File: src/rtl/vga_pkg.sv
// Shared VGA drawing definitions: coordinate/colour widths, visible screen
// size, the 3-bit colour palette, and the arbiter state encoding.
// No ports; imported with `import vga_pkg::*;`.
package vga_pkg;

  localparam int X_W           = 8;
  localparam int Y_W           = 7;
  localparam int COL_W         = 3;
  localparam int SCREEN_WIDTH  = 160;
  localparam int SCREEN_HEIGHT = 120;

  localparam logic [COL_W-1:0] BLACK  = 3'b000;
  localparam logic [COL_W-1:0] BLUE   = 3'b001;
  localparam logic [COL_W-1:0] GREEN  = 3'b010;
  localparam logic [COL_W-1:0] YELLOW = 3'b110;
  localparam logic [COL_W-1:0] RED    = 3'b100;
  localparam logic [COL_W-1:0] WHITE  = 3'b111;

  typedef enum logic {
    IDLE   = 1'b0,
    LOCKED = 1'b1
  } arb_state_e;

  // True when the pixel lies inside the visible 160x120 frame.
  function automatic logic on_screen(input logic [X_W-1:0] px,
                                     input logic [Y_W-1:0] py);
    return (px < X_W'(SCREEN_WIDTH)) && (py < Y_W'(SCREEN_HEIGHT));
  endfunction

endpackage

File: src/rtl/rr_pick.sv
// Combinational round-robin selector.
// Ports:
//   valid     in  N      request vector
//   ptr       in  IDX_W  highest-priority index this round (must be < N)
//   idx       out IDX_W  first valid index at or after ptr, wrapping
//   any_valid out 1      at least one request is valid
module rr_pick #(
  parameter int N     = 2,
  parameter int IDX_W = 1
) (
  input  logic [N-1:0]     valid,
  input  logic [IDX_W-1:0] ptr,
  output logic [IDX_W-1:0] idx,
  output logic             any_valid
);

  logic [IDX_W:0] cand;
  logic           found;

  always_comb begin
    idx       = '0;
    found     = 1'b0;
    cand      = '0;
    any_valid = |valid;
    for (int k = 0; k < N; k++) begin
      // Candidate = (ptr + k) mod N, kept one bit wider to catch the wrap.
      cand = {1'b0, ptr} + (IDX_W+1)'(k);
      if (cand >= (IDX_W+1)'(N)) begin
        cand = cand - (IDX_W+1)'(N);
      end
      if (!found && valid[cand[IDX_W-1:0]]) begin
        idx   = cand[IDX_W-1:0];
        found = 1'b1;
      end
    end
  end

endmodule

File: src/rtl/plot_arbiter.sv
// Shares the vga_adapter pixel-write port between NUM_REQ drawing engines.
// Round-robin at burst granularity: the granted engine owns the port until
// it sends a last pixel or stays idle for LOCK_TIMEOUT cycles.
// Optional build macro: PLOT_ARBITER_CLIP_EN (drop off-screen pixels, adds
// the clip_drop output).
// Ports:
//   clk, resetn              clock, async active-low reset
//   req_valid/req_last       per-engine handshake and end-of-burst flag
//   req_x/req_y/req_colour   packed per-engine pixel, engine i at slice i
//   req_ready                per-engine ready (decode of registered grant)
//   grant                    one-hot owner, zero when idle
//   busy                     high while a burst is locked
//   x/y/colour/plot          registered pixel write to vga_adapter
//   clip_drop                (clip build only) pulse in a suppressed slot
//
// state  | meaning
// IDLE   | no owner; pick next engine round-robin from ptr
// LOCKED | grant holds the owner; accept its pixels at one per cycle
module plot_arbiter
  import vga_pkg::*;
#(
  parameter int NUM_REQ      = 2,
  parameter int LOCK_TIMEOUT = 255,
  parameter int TO_W         = 8
) (
  input  logic                     clk,
  input  logic                     resetn,
  input  logic [NUM_REQ-1:0]       req_valid,
  input  logic [NUM_REQ-1:0]       req_last,
  input  logic [NUM_REQ*X_W-1:0]   req_x,
  input  logic [NUM_REQ*Y_W-1:0]   req_y,
  input  logic [NUM_REQ*COL_W-1:0] req_colour,
  output logic [NUM_REQ-1:0]       req_ready,
  output logic [NUM_REQ-1:0]       grant,
  output logic                     busy,
  output logic [X_W-1:0]           x,
  output logic [Y_W-1:0]           y,
  output logic [COL_W-1:0]         colour,
`ifdef PLOT_ARBITER_CLIP_EN
  output logic                     clip_drop,
`endif
  output logic                     plot
);

  localparam int IDX_W = (NUM_REQ > 2) ? 2 : 1;

  arb_state_e         state_q, state_d;
  logic [NUM_REQ-1:0] grant_q, grant_d;
  logic [IDX_W-1:0]   gidx_q, gidx_d;
  logic [IDX_W-1:0]   ptr_q, ptr_d;
  logic [TO_W-1:0]    to_cnt_q, to_cnt_d;
  logic               plot_q, plot_d;
  logic [X_W-1:0]     x_q, x_d;
  logic [Y_W-1:0]     y_q, y_d;
  logic [COL_W-1:0]   colour_q, colour_d;
`ifdef PLOT_ARBITER_CLIP_EN
  logic               clip_drop_q, clip_drop_d;
`endif

  logic [IDX_W-1:0]   pick_idx;
  logic               pick_any;
  logic [IDX_W-1:0]   ptr_inc;
  logic               sel_valid, sel_last;
  logic [X_W-1:0]     sel_x;
  logic [Y_W-1:0]     sel_y;
  logic [COL_W-1:0]   sel_col;
  logic               accept;
  logic               to_hit;

  rr_pick #(
    .N     (NUM_REQ),
    .IDX_W (IDX_W)
  ) u_rr_pick (
    .valid     (req_valid),
    .ptr       (ptr_q),
    .idx       (pick_idx),
    .any_valid (pick_any)
  );

  // Owner's handshake and pixel, selected by the registered grant index.
  always_comb begin
    sel_valid = 1'b0;
    sel_last  = 1'b0;
    sel_x     = '0;
    sel_y     = '0;
    sel_col   = '0;
    for (int i = 0; i < NUM_REQ; i++) begin
      if (gidx_q == IDX_W'(i)) begin
        sel_valid = req_valid[i];
        sel_last  = req_last[i];
        sel_x     = req_x[i*X_W +: X_W];
        sel_y     = req_y[i*Y_W +: Y_W];
        sel_col   = req_colour[i*COL_W +: COL_W];
      end
    end
  end

  assign ptr_inc = (gidx_q == IDX_W'(NUM_REQ-1)) ? '0 : gidx_q + 1'b1;
  assign accept  = (state_q == LOCKED) && sel_valid;

  // Release fires on the idle cycle that would bring the count to
  // LOCK_TIMEOUT, so exactly LOCK_TIMEOUT idle cycles are spent locked.
  assign to_hit  = (LOCK_TIMEOUT != 0) && (state_q == LOCKED) && !sel_valid
                   && (to_cnt_q == TO_W'(LOCK_TIMEOUT-1));

  always_comb begin
    state_d  = state_q;
    grant_d  = grant_q;
    gidx_d   = gidx_q;
    ptr_d    = ptr_q;
    to_cnt_d = to_cnt_q;
    case (state_q)
      IDLE: begin
        grant_d  = '0;
        to_cnt_d = '0;
        if (pick_any) begin
          state_d = LOCKED;
          gidx_d  = pick_idx;
          grant_d = NUM_REQ'(1) << pick_idx;
        end
      end
      LOCKED: begin
        if ((accept && sel_last) || to_hit) begin
          state_d  = IDLE;
          grant_d  = '0;
          ptr_d    = ptr_inc;
          to_cnt_d = '0;
        end else if (sel_valid) begin
          to_cnt_d = '0;
        end else if (LOCK_TIMEOUT != 0) begin
          to_cnt_d = to_cnt_q + 1'b1;
        end
      end
      default: begin
        state_d = IDLE;
        grant_d = '0;
      end
    endcase
  end

  // Output pixel registers: load on accept, otherwise hold with plot low.
  always_comb begin
    plot_d   = 1'b0;
    x_d      = x_q;
    y_d      = y_q;
    colour_d = colour_q;
`ifdef PLOT_ARBITER_CLIP_EN
    clip_drop_d = 1'b0;
    if (accept) begin
      if (on_screen(sel_x, sel_y)) begin
        plot_d   = 1'b1;
        x_d      = sel_x;
        y_d      = sel_y;
        colour_d = sel_col;
      end else begin
        // Consumed from the engine but never written to the frame.
        clip_drop_d = 1'b1;
      end
    end
`else
    if (accept) begin
      plot_d   = 1'b1;
      x_d      = sel_x;
      y_d      = sel_y;
      colour_d = sel_col;
    end
`endif
  end

  always_ff @(posedge clk or negedge resetn) begin
    if (!resetn) begin
      state_q  <= IDLE;
      grant_q  <= '0;
      gidx_q   <= '0;
      ptr_q    <= '0;
      to_cnt_q <= '0;
      plot_q   <= 1'b0;
      x_q      <= '0;
      y_q      <= '0;
      colour_q <= BLACK;
    end else begin
      state_q  <= state_d;
      grant_q  <= grant_d;
      gidx_q   <= gidx_d;
      ptr_q    <= ptr_d;
      to_cnt_q <= to_cnt_d;
      plot_q   <= plot_d;
      x_q      <= x_d;
      y_q      <= y_d;
      colour_q <= colour_d;
    end
  end

`ifdef PLOT_ARBITER_CLIP_EN
  always_ff @(posedge clk or negedge resetn) begin
    if (!resetn) begin
      clip_drop_q <= 1'b0;
    end else begin
      clip_drop_q <= clip_drop_d;
    end
  end

  assign clip_drop = clip_drop_q;
`endif

  // grant_q is zero outside LOCKED, so ready is a straight copy and drops
  // asynchronously with reset.
  assign req_ready = grant_q;
  assign grant     = grant_q;
  assign busy      = (state_q == LOCKED);
  assign plot      = plot_q;
  assign x         = x_q;
  assign y         = y_q;
  assign colour    = colour_q;

endmodule
File: config.mk
export PLATFORM = sky130hd
export DESIGN_NAME = plot_arbiter
export DESIGN_NICKNAME = d
export VERILOG_FILES = /design/src/rtl/vga_pkg.sv /design/src/rtl/rr_pick.sv /design/src/rtl/plot_arbiter.sv
export SDC_FILE = /design/constraint.sdc
export NUM_CORES = 1
export LEC_CHECK = 0
export ABC_CLOCK_PERIOD_IN_PS = 1600
export BUFFER_PORTS_ARGS = -buffer_cell sky130_fd_sc_hd__buf_4
export CAP_MARGIN = 10
export CORE_ASPECT_RATIO = 1.5
export CORE_MARGIN = 4
export CORE_UTILIZATION = 45
export CTS_CLUSTER_SIZE = 25
export DETAILED_ROUTE_END_ITERATION = 8
export PLACE_DENSITY = 0.82
export SKIP_CTS_REPAIR_TIMING = 1
export SYNTH_ARGS = -nofsm -noshare
export SYNTH_HDL_FRONTEND = slang
export SYNTH_HIERARCHICAL = 1
export SYNTH_SLANG_ARGS = --single-unit
File: constraint.sdc
create_clock -name clk -period 1.6 [get_ports clk]
set_input_delay 0.32 -clock clk [delete_from_list [all_inputs] [get_ports clk]]
set_output_delay 0.32 -clock clk [all_outputs]
set_load 0.005 [all_outputs]
==> impl_metrics.py, run 1 <==
metrics = {
    "clock_tree": {
        "cts_made_buffers": 5,
        "clkSinkCount": 32,
        "clock_path_buffers": 2,
        "cts.clk_slew.worst_paths_ns": 0.06,
        "cts_tree": "yes",
        "clock_latency_ns": 0.28,
        "htree_levels": 2,
        "cts.root.buffer_cell": "clkbuf_8",
    },
    "power_and_ir_drop": {
        "power_density_nw_per_um2": 1550,
        "clockPowerShare_pct": 18.3,
        "switchingPower_mw": 1.19,
        "p_sw_share_pct": 34.6,
        "p_int_mw": 2.26,
        "power_leakage_nw": 1.04,
        "p_comb_share_pct": 43.0,
        "irDropWorstVdd_mv": 0.981,
        "p_seq_share_pct": 38.7,
    },
    "sta": {
        "rsz0062_at_grt": "false",
        "relSlewSlack_pct": 72.3,
        "slew_violations": 0,
        "period_share_pct": 88.9,
        "setup-tns-final_ns": 0,
        "fin_crit_ns": 1.42,
        "fin_worst_skew_ns": 0.00279,
        "fmax_ghz": 0.703,
        "worstMarginPinSlew_ns": 0.410,
        "timing_hold_violations_final": 0,
        "final-setup-viol-count": 0,
    },
    "synth": {
        "synth_enable_flop_cells": 0,
        "netlist_instances": 155,
        "seq_area_frac_synth_pct": 50.0,
        "ys_warn_count": 6,
        "syn-cell-area_um2": 1600,
        "synth_ff_type": "dfrtp_1",
        "avgSynthCellArea_um2": 10.3,
        "ys_types": 36,
        "syn_nets": 199,
        "synthArstFlopShare_pct": 100,
        "synth-seq-cells": 32,
    },
    "placement": {
        "placed_area_um2": 2120,
        "gp_congestion": 0.817,
        "portBuffers": 65,
        "place.detailed.hpwl_um": 2960,
        "placed_cells": 256,
    },
    "final_layout": {
        "drive_gt1_share_pct": 35.9,
        "fin_cells": 265,
        "layout_common_cells": "buf_4 (70), o21ai_0 (39), dfrtp_1 (32), mux2i_1 (19), nand2_1 (7)",
        "nets": 266,
        "nFillCells": 288,
        "syn_to_final_growth_pct": 38.4,
        "diodes": 0,
        "layout_commonest_cell": "buf_4",
        "final_area_um2": 2220,
    },
    "worst_setup_path": {
        "worstSetupPathType": "reg -> reg",
        "startpoint_type": "flop",
        "r2r_cells": 3,
        "rrSetupSlack_ns": 0.18,
        "crit-reg2reg-capture": "grant[0]",
        "worst-endpoint-arrival_ns": 1.57,
        "cp-end-kind": "flop",
        "cp_max_fo": 8,
        "reg2reg_from": "gidx_q",
        "critPathRequiredTime_ns": 1.75,
    },
    "job": {
        "maxCapViolCount": 0,
    },
    "run_status": {
        "status": "finished clean",
    },
    "detailed_routing": {
        "num_vias": 1398,
        "drc": 0,
        "first_pass_iters": 4,
        "drt_iter0_markers": 20,
        "vias_per_cell": 5.28,
        "avgRoutedWirePerCell_um": 14.5,
        "postRouteAntennaNets": 0,
        "drt_wl_total_um": 3850,
    },
    "global_routing": {
        "grt_use_total_pct": 18.0,
        "grt_antenna_before_repair": 0,
        "grt_overflow": 0,
        "grt_pass1_vias": 1349,
        "grt_max_degree": 33,
        "grt_pass1_wl_um": 6320,
    },
    "min_path": {
        "holdPathEnd": "y[6]",
        "min_from": "req_y[6]",
        "worstHoldPathType": "in -> reg",
        "hold_path_depth": 3,
    },
    "floorplanning": {
        "ios": 66,
        "dieArea_um2": 4600,
        "core_um2": 3420,
        "die_h_um": 81.1,
        "rows": 26,
        "die_w_um": 56.7,
        "initial_core_util_pct": 46.9,
    },
}
## synth_stat cells, types with 2 or more instances
cell	number	area [um^2]
nor2_1	5	18.8
o21ai_0	39	195
mux2i_1	19	190
nand3_1	6	30.0
or3b_1	2	17.5
dfrtp_1	32	801
buf_2	5	25.0
a21oi_1	3	15.0
buf_4	2	15.0
ha_1	2	25.0
clkbuf_1	3	11.3
o31ai_1	2	15.0
nand2_1	7	26.3
nand4_1	2	12.5
inv_1	4	15.0
a31oi_1	2	12.5
## logic make-up after synthesis
group,count (synthesis),share of synthesized area (%)
buf+inv,15,4.84
mux,20,12.8
flops,32,50.0
simple gates,31,11.6
compound gates,53,18.2
xor+xnor,2,1.09
fa+ha+maj,2,1.56
## flip-flops by register name, summed over array words and instances, names as in the netlist
register / cells
grant: 2
to_cnt_q: 8
x: 8
busy: 1
y: 7
ptr_q: 1
plot: 1
colour: 3
gidx_q: 1
## metrics by stage
stage               hold slack, ns  worst slack, ns  util [%]  power, mW
finish                       0.318            0.178      64.9       3.45
CTS                        -0.0248            0.175      64.7       3.49
detailed placement           0.278            0.182      62.0       2.85
floorplan                   0.0244            0.252         -       2.13
global placement             0.278            0.222      62.0       2.81
global route                 0.330           0.0749      64.9       3.72
## critical path: stages, from the launching register on
cell	delay, ns
dfrtp_1	0.47
mux2_4	0.35
nor4_4	0.33
o32ai_1	0.14
## per-layer routing
metal  global-route usage (%)  vias up  share of wire (%)
met5                        0        -                  0
met4                     6.96        0                1.5
met3                     6.84        5                7.9
met2                     30.6       57                 54
met1                     20.5      645                 36
li1                         -      691                  -
## power groups by stage
stage	Clock, mW	Sequential, mW	Combinational [mW]
6_report	0.632	1.33	1.48
5_1_grt	0.690	1.38	1.65
4_1_cts	0.648	1.34	1.51
3_5_place_dp	0	1.34	1.51
3_3_place_gp	0	1.34	1.47
2_1_floorplan	0	1.32	0.812
## final cells by class
| cell class | count | area, um^2 | share of cell area (%) |
|---|---|---|---|
| repair buffers | 71 | 536 | 24.1 |
| flip-flops and latches | 32 | 801 | 36.1 |
| well taps | 42 | 52.6 | 2.37 |
| clock buffers | 8 | 90.1 | 4.06 |
| inverters | 4 | 15.0 | 0.677 |
| multi-input cells | 108 | 724 | 32.7 |
## how the worst max path moves through the flow
| stage | from | endpoint | slack (ns) | cells past startpoint |
|---|---|---|---|---|
| final | gidx_q | grant[0] | 0.18 | 3 |
| after global routing | gidx_q | grant[0] | 0.07 | 3 |
| after CTS | gidx_q | grant[0] | 0.17 | 3 |
| after detailed placement | gidx_q | grant[0] | 0.18 | 3 |
| after global placement | gidx_q | grant[0] | 0.22 | 3 |
| after floorplan | gidx_q | grant[0] | 0.25 | 4 |
(Power assumes the default switching activity.)
==> inputs of run 2 (changes only) <==
--- a/config.mk
+++ b/config.mk
@@ -5,7 +5,7 @@
 export SDC_FILE = /design/constraint.sdc
 export NUM_CORES = 1
 export LEC_CHECK = 0
-export ABC_CLOCK_PERIOD_IN_PS = 1600
+export ABC_CLOCK_PERIOD_IN_PS = 1750
 export BUFFER_PORTS_ARGS = -buffer_cell sky130_fd_sc_hd__buf_4
 export CAP_MARGIN = 10
 export CORE_ASPECT_RATIO = 1.5
==> constraint.sdc (replaced) <==
create_clock -name clk -period 1.75 [get_ports clk]
set_input_delay 0.35 -clock clk [delete_from_list [all_inputs] [get_ports clk]]
set_output_delay 0.35 -clock clk [all_outputs]
set_load 0.005 [all_outputs]
==> run 2 against run 1 <==
Net effect:
- worst setup slack better by 0.13 ns
- clock power decreased by 9.5%
- flip-flop and latch count did not move
- critical path depth did not move
- clock skew hardly changed
- critical path type unchanged
- the flow now finishes with violations (negative hold slack)
- sequential share of layout area up 0.16 points
- combinational power fell by 9%
- count of clock-buffer cells in the layout is the same
- register-to-register slack better by 0.13 ns
==> impl_metrics.py, run 2 (synthesis gave the netlist of run 1 again) <==
metrics = {
    "sta": {
        "fmax_ghz": 0.694,
        "relSlewSlack_pct": 73.1,
        "period_share_pct": 82.3,
        "timing_hold_violations_final": 9,
        "setup-tns-final_ns": 0,
        "fin_crit_ns": 1.44,
        "final-setup-viol-count": 0,
        "worstMarginPinSlew_ns": 0.401,
        "rsz0062_at_grt": "false",
        "fin_worst_skew_ns": 0.00253,
        "hold_slack_ns": -0.00453,
        "slew_violations": 0,
    },
    "detailed_routing": {
        "first_pass_iters": 4,
        "postRouteAntennaNets": 0,
        "avgRoutedWirePerCell_um": 14.5,
        "drc": 0,
        "vias_per_cell": 5.42,
        "drt_wl_total_um": 3820,
        "num_vias": 1432,
        "drt_iter0_markers": 34,
    },
    "final_layout": {
        "seq_area_um2": 801,
        "layout_commonest_cell": "buf_4",
        "nFillCells": 297,
        "syn_to_final_growth_pct": 37.8,
        "final_area_um2": 2210,
        "drive_gt1_share_pct": 36.0,
        "finish.utilization_pct": 64.7,
        "nets": 265,
        "layout_common_cells": "buf_4 (70), o21ai_0 (39), dfrtp_1 (32), mux2i_1 (19), nand2_1 (7)",
        "multi_input_area_um2": 724,
        "diodes": 0,
    },
    "global_routing": {
        "grt_antenna_before_repair": 0,
        "grt_use_total_pct": 17.9,
        "grt_pass1_vias": 1464,
        "grt_overflow": 0,
        "grt_max_degree": 33,
        "grt_pass1_wl_um": 6410,
    },
    "clock_tree": {
        "clock_latency_ns": 0.28,
        "clkSinkCount": 32,
        "cts_tree": "yes",
        "htree_levels": 2,
        "cts.clk_slew.worst_paths_ns": 0.06,
        "cts_made_buffers": 5,
        "cts.root.buffer_cell": "clkbuf_8",
        "clock_path_buffers": 2,
    },
    "job": {
        "maxCapViolCount": 0,
    },
    "power_and_ir_drop": {
        "power_leakage_nw": 1.04,
        "irDropWorstVdd_mv": 1.07,
        "power_density_nw_per_um2": 1420,
    },
    "min_path": {
        "worstHoldPathType": "in -> async",
    },
    "placement": {
        "portBuffers": 65,
        "placed_area_um2": 2120,
        "place.detailed.hpwl_um": 2990,
        "gp_congestion": 0.772,
    },
    "floorplanning": {
        "initial_core_util_pct": 46.9,
        "die_w_um": 56.7,
        "core_um2": 3420,
        "die_h_um": 81.1,
        "rows": 26,
        "dieArea_um2": 4600,
        "ios": 66,
    },
    "run_status": {
        "status": "finished with violations",
        "violations": "negative hold slack",
    },
    "worst_setup_path": {
        "slowest_delay_ns": 0.49,
        "cp_max_fo": 8,
        "worstSetupPathType": "reg -> reg",
        "critPathRequiredTime_ns": 1.90,
        "slowest_stage": "dfrtp_1",
        "cp-end-kind": "flop",
        "startpoint_type": "flop",
        "worst-endpoint-arrival_ns": 1.59,
        "cp_cell_sequence": "mux2_4, nor4_4, o32ai_1",
    },
}
run 2: metrics by stage:
| stage | power [mW] | setup WS (ns) | instances | hold slack, ns |
|---|---|---|---|---|
| floorplan | 1.95 | 0.402 | 155 | 0.0544 |
| global placement | 2.57 | 0.350 | 256 | 0.307 |
| detailed placement | 2.60 | 0.311 | 256 | 0.308 |
| CTS | 3.18 | 0.298 | 264 | 0.00238 |
| global route | 3.39 | 0.175 | 264 | 0.0192 |
| finish | 3.14 | 0.310 | 264 | -0.00453 |
run 2: where the power goes:
group | internal [mW] | switching (mW)
clock network | 0.320 | 0.252
logic | 0.708 | 0.635
registers | 1.03 | 0.199
run 2: path summary, 6_finish.rpt:
path                       startpoint          end  slack, ns  cells after the start
min in group clk             req_x[5]         x[5]       0.35                      3
min reg2reg                      y[1]         y[1]       0.50                      2
max in group asynchronous      resetn         y[5]       1.47                      1
max                            gidx_q     grant[0]       0.31                      3
min                            resetn  to_cnt_q[7]     -0.005                      1
max reg2reg                    gidx_q     grant[0]       0.31                      3
run 2: critical path, delay by kind of cell, from the launching register on:
kind,cells,cell delay (ns)
flops,1,0.49
compound gates,1,0.14
mux,1,0.35
simple gates,1,0.33
run 2: area by class of cell:
cell class | instances | area share [%]
tap | 42 | 2.38
sequential | 32 | 36.3
multi-input combinational | 108 | 32.8
inverter | 4 | 0.680
timing repair buffer | 70 | 23.8
clock buffer | 8 | 4.08
run 2: layer usage:
metal / GRT usage [%] / wire length [um] / part of all wire [%]
met1: 19.3 / 1390 / 36
met2: 31.5 / 2070 / 54
met5: 0 / 0 / 0
met3: 6.68 / 292 / 7.6
met4: 7.42 / 74 / 1.9
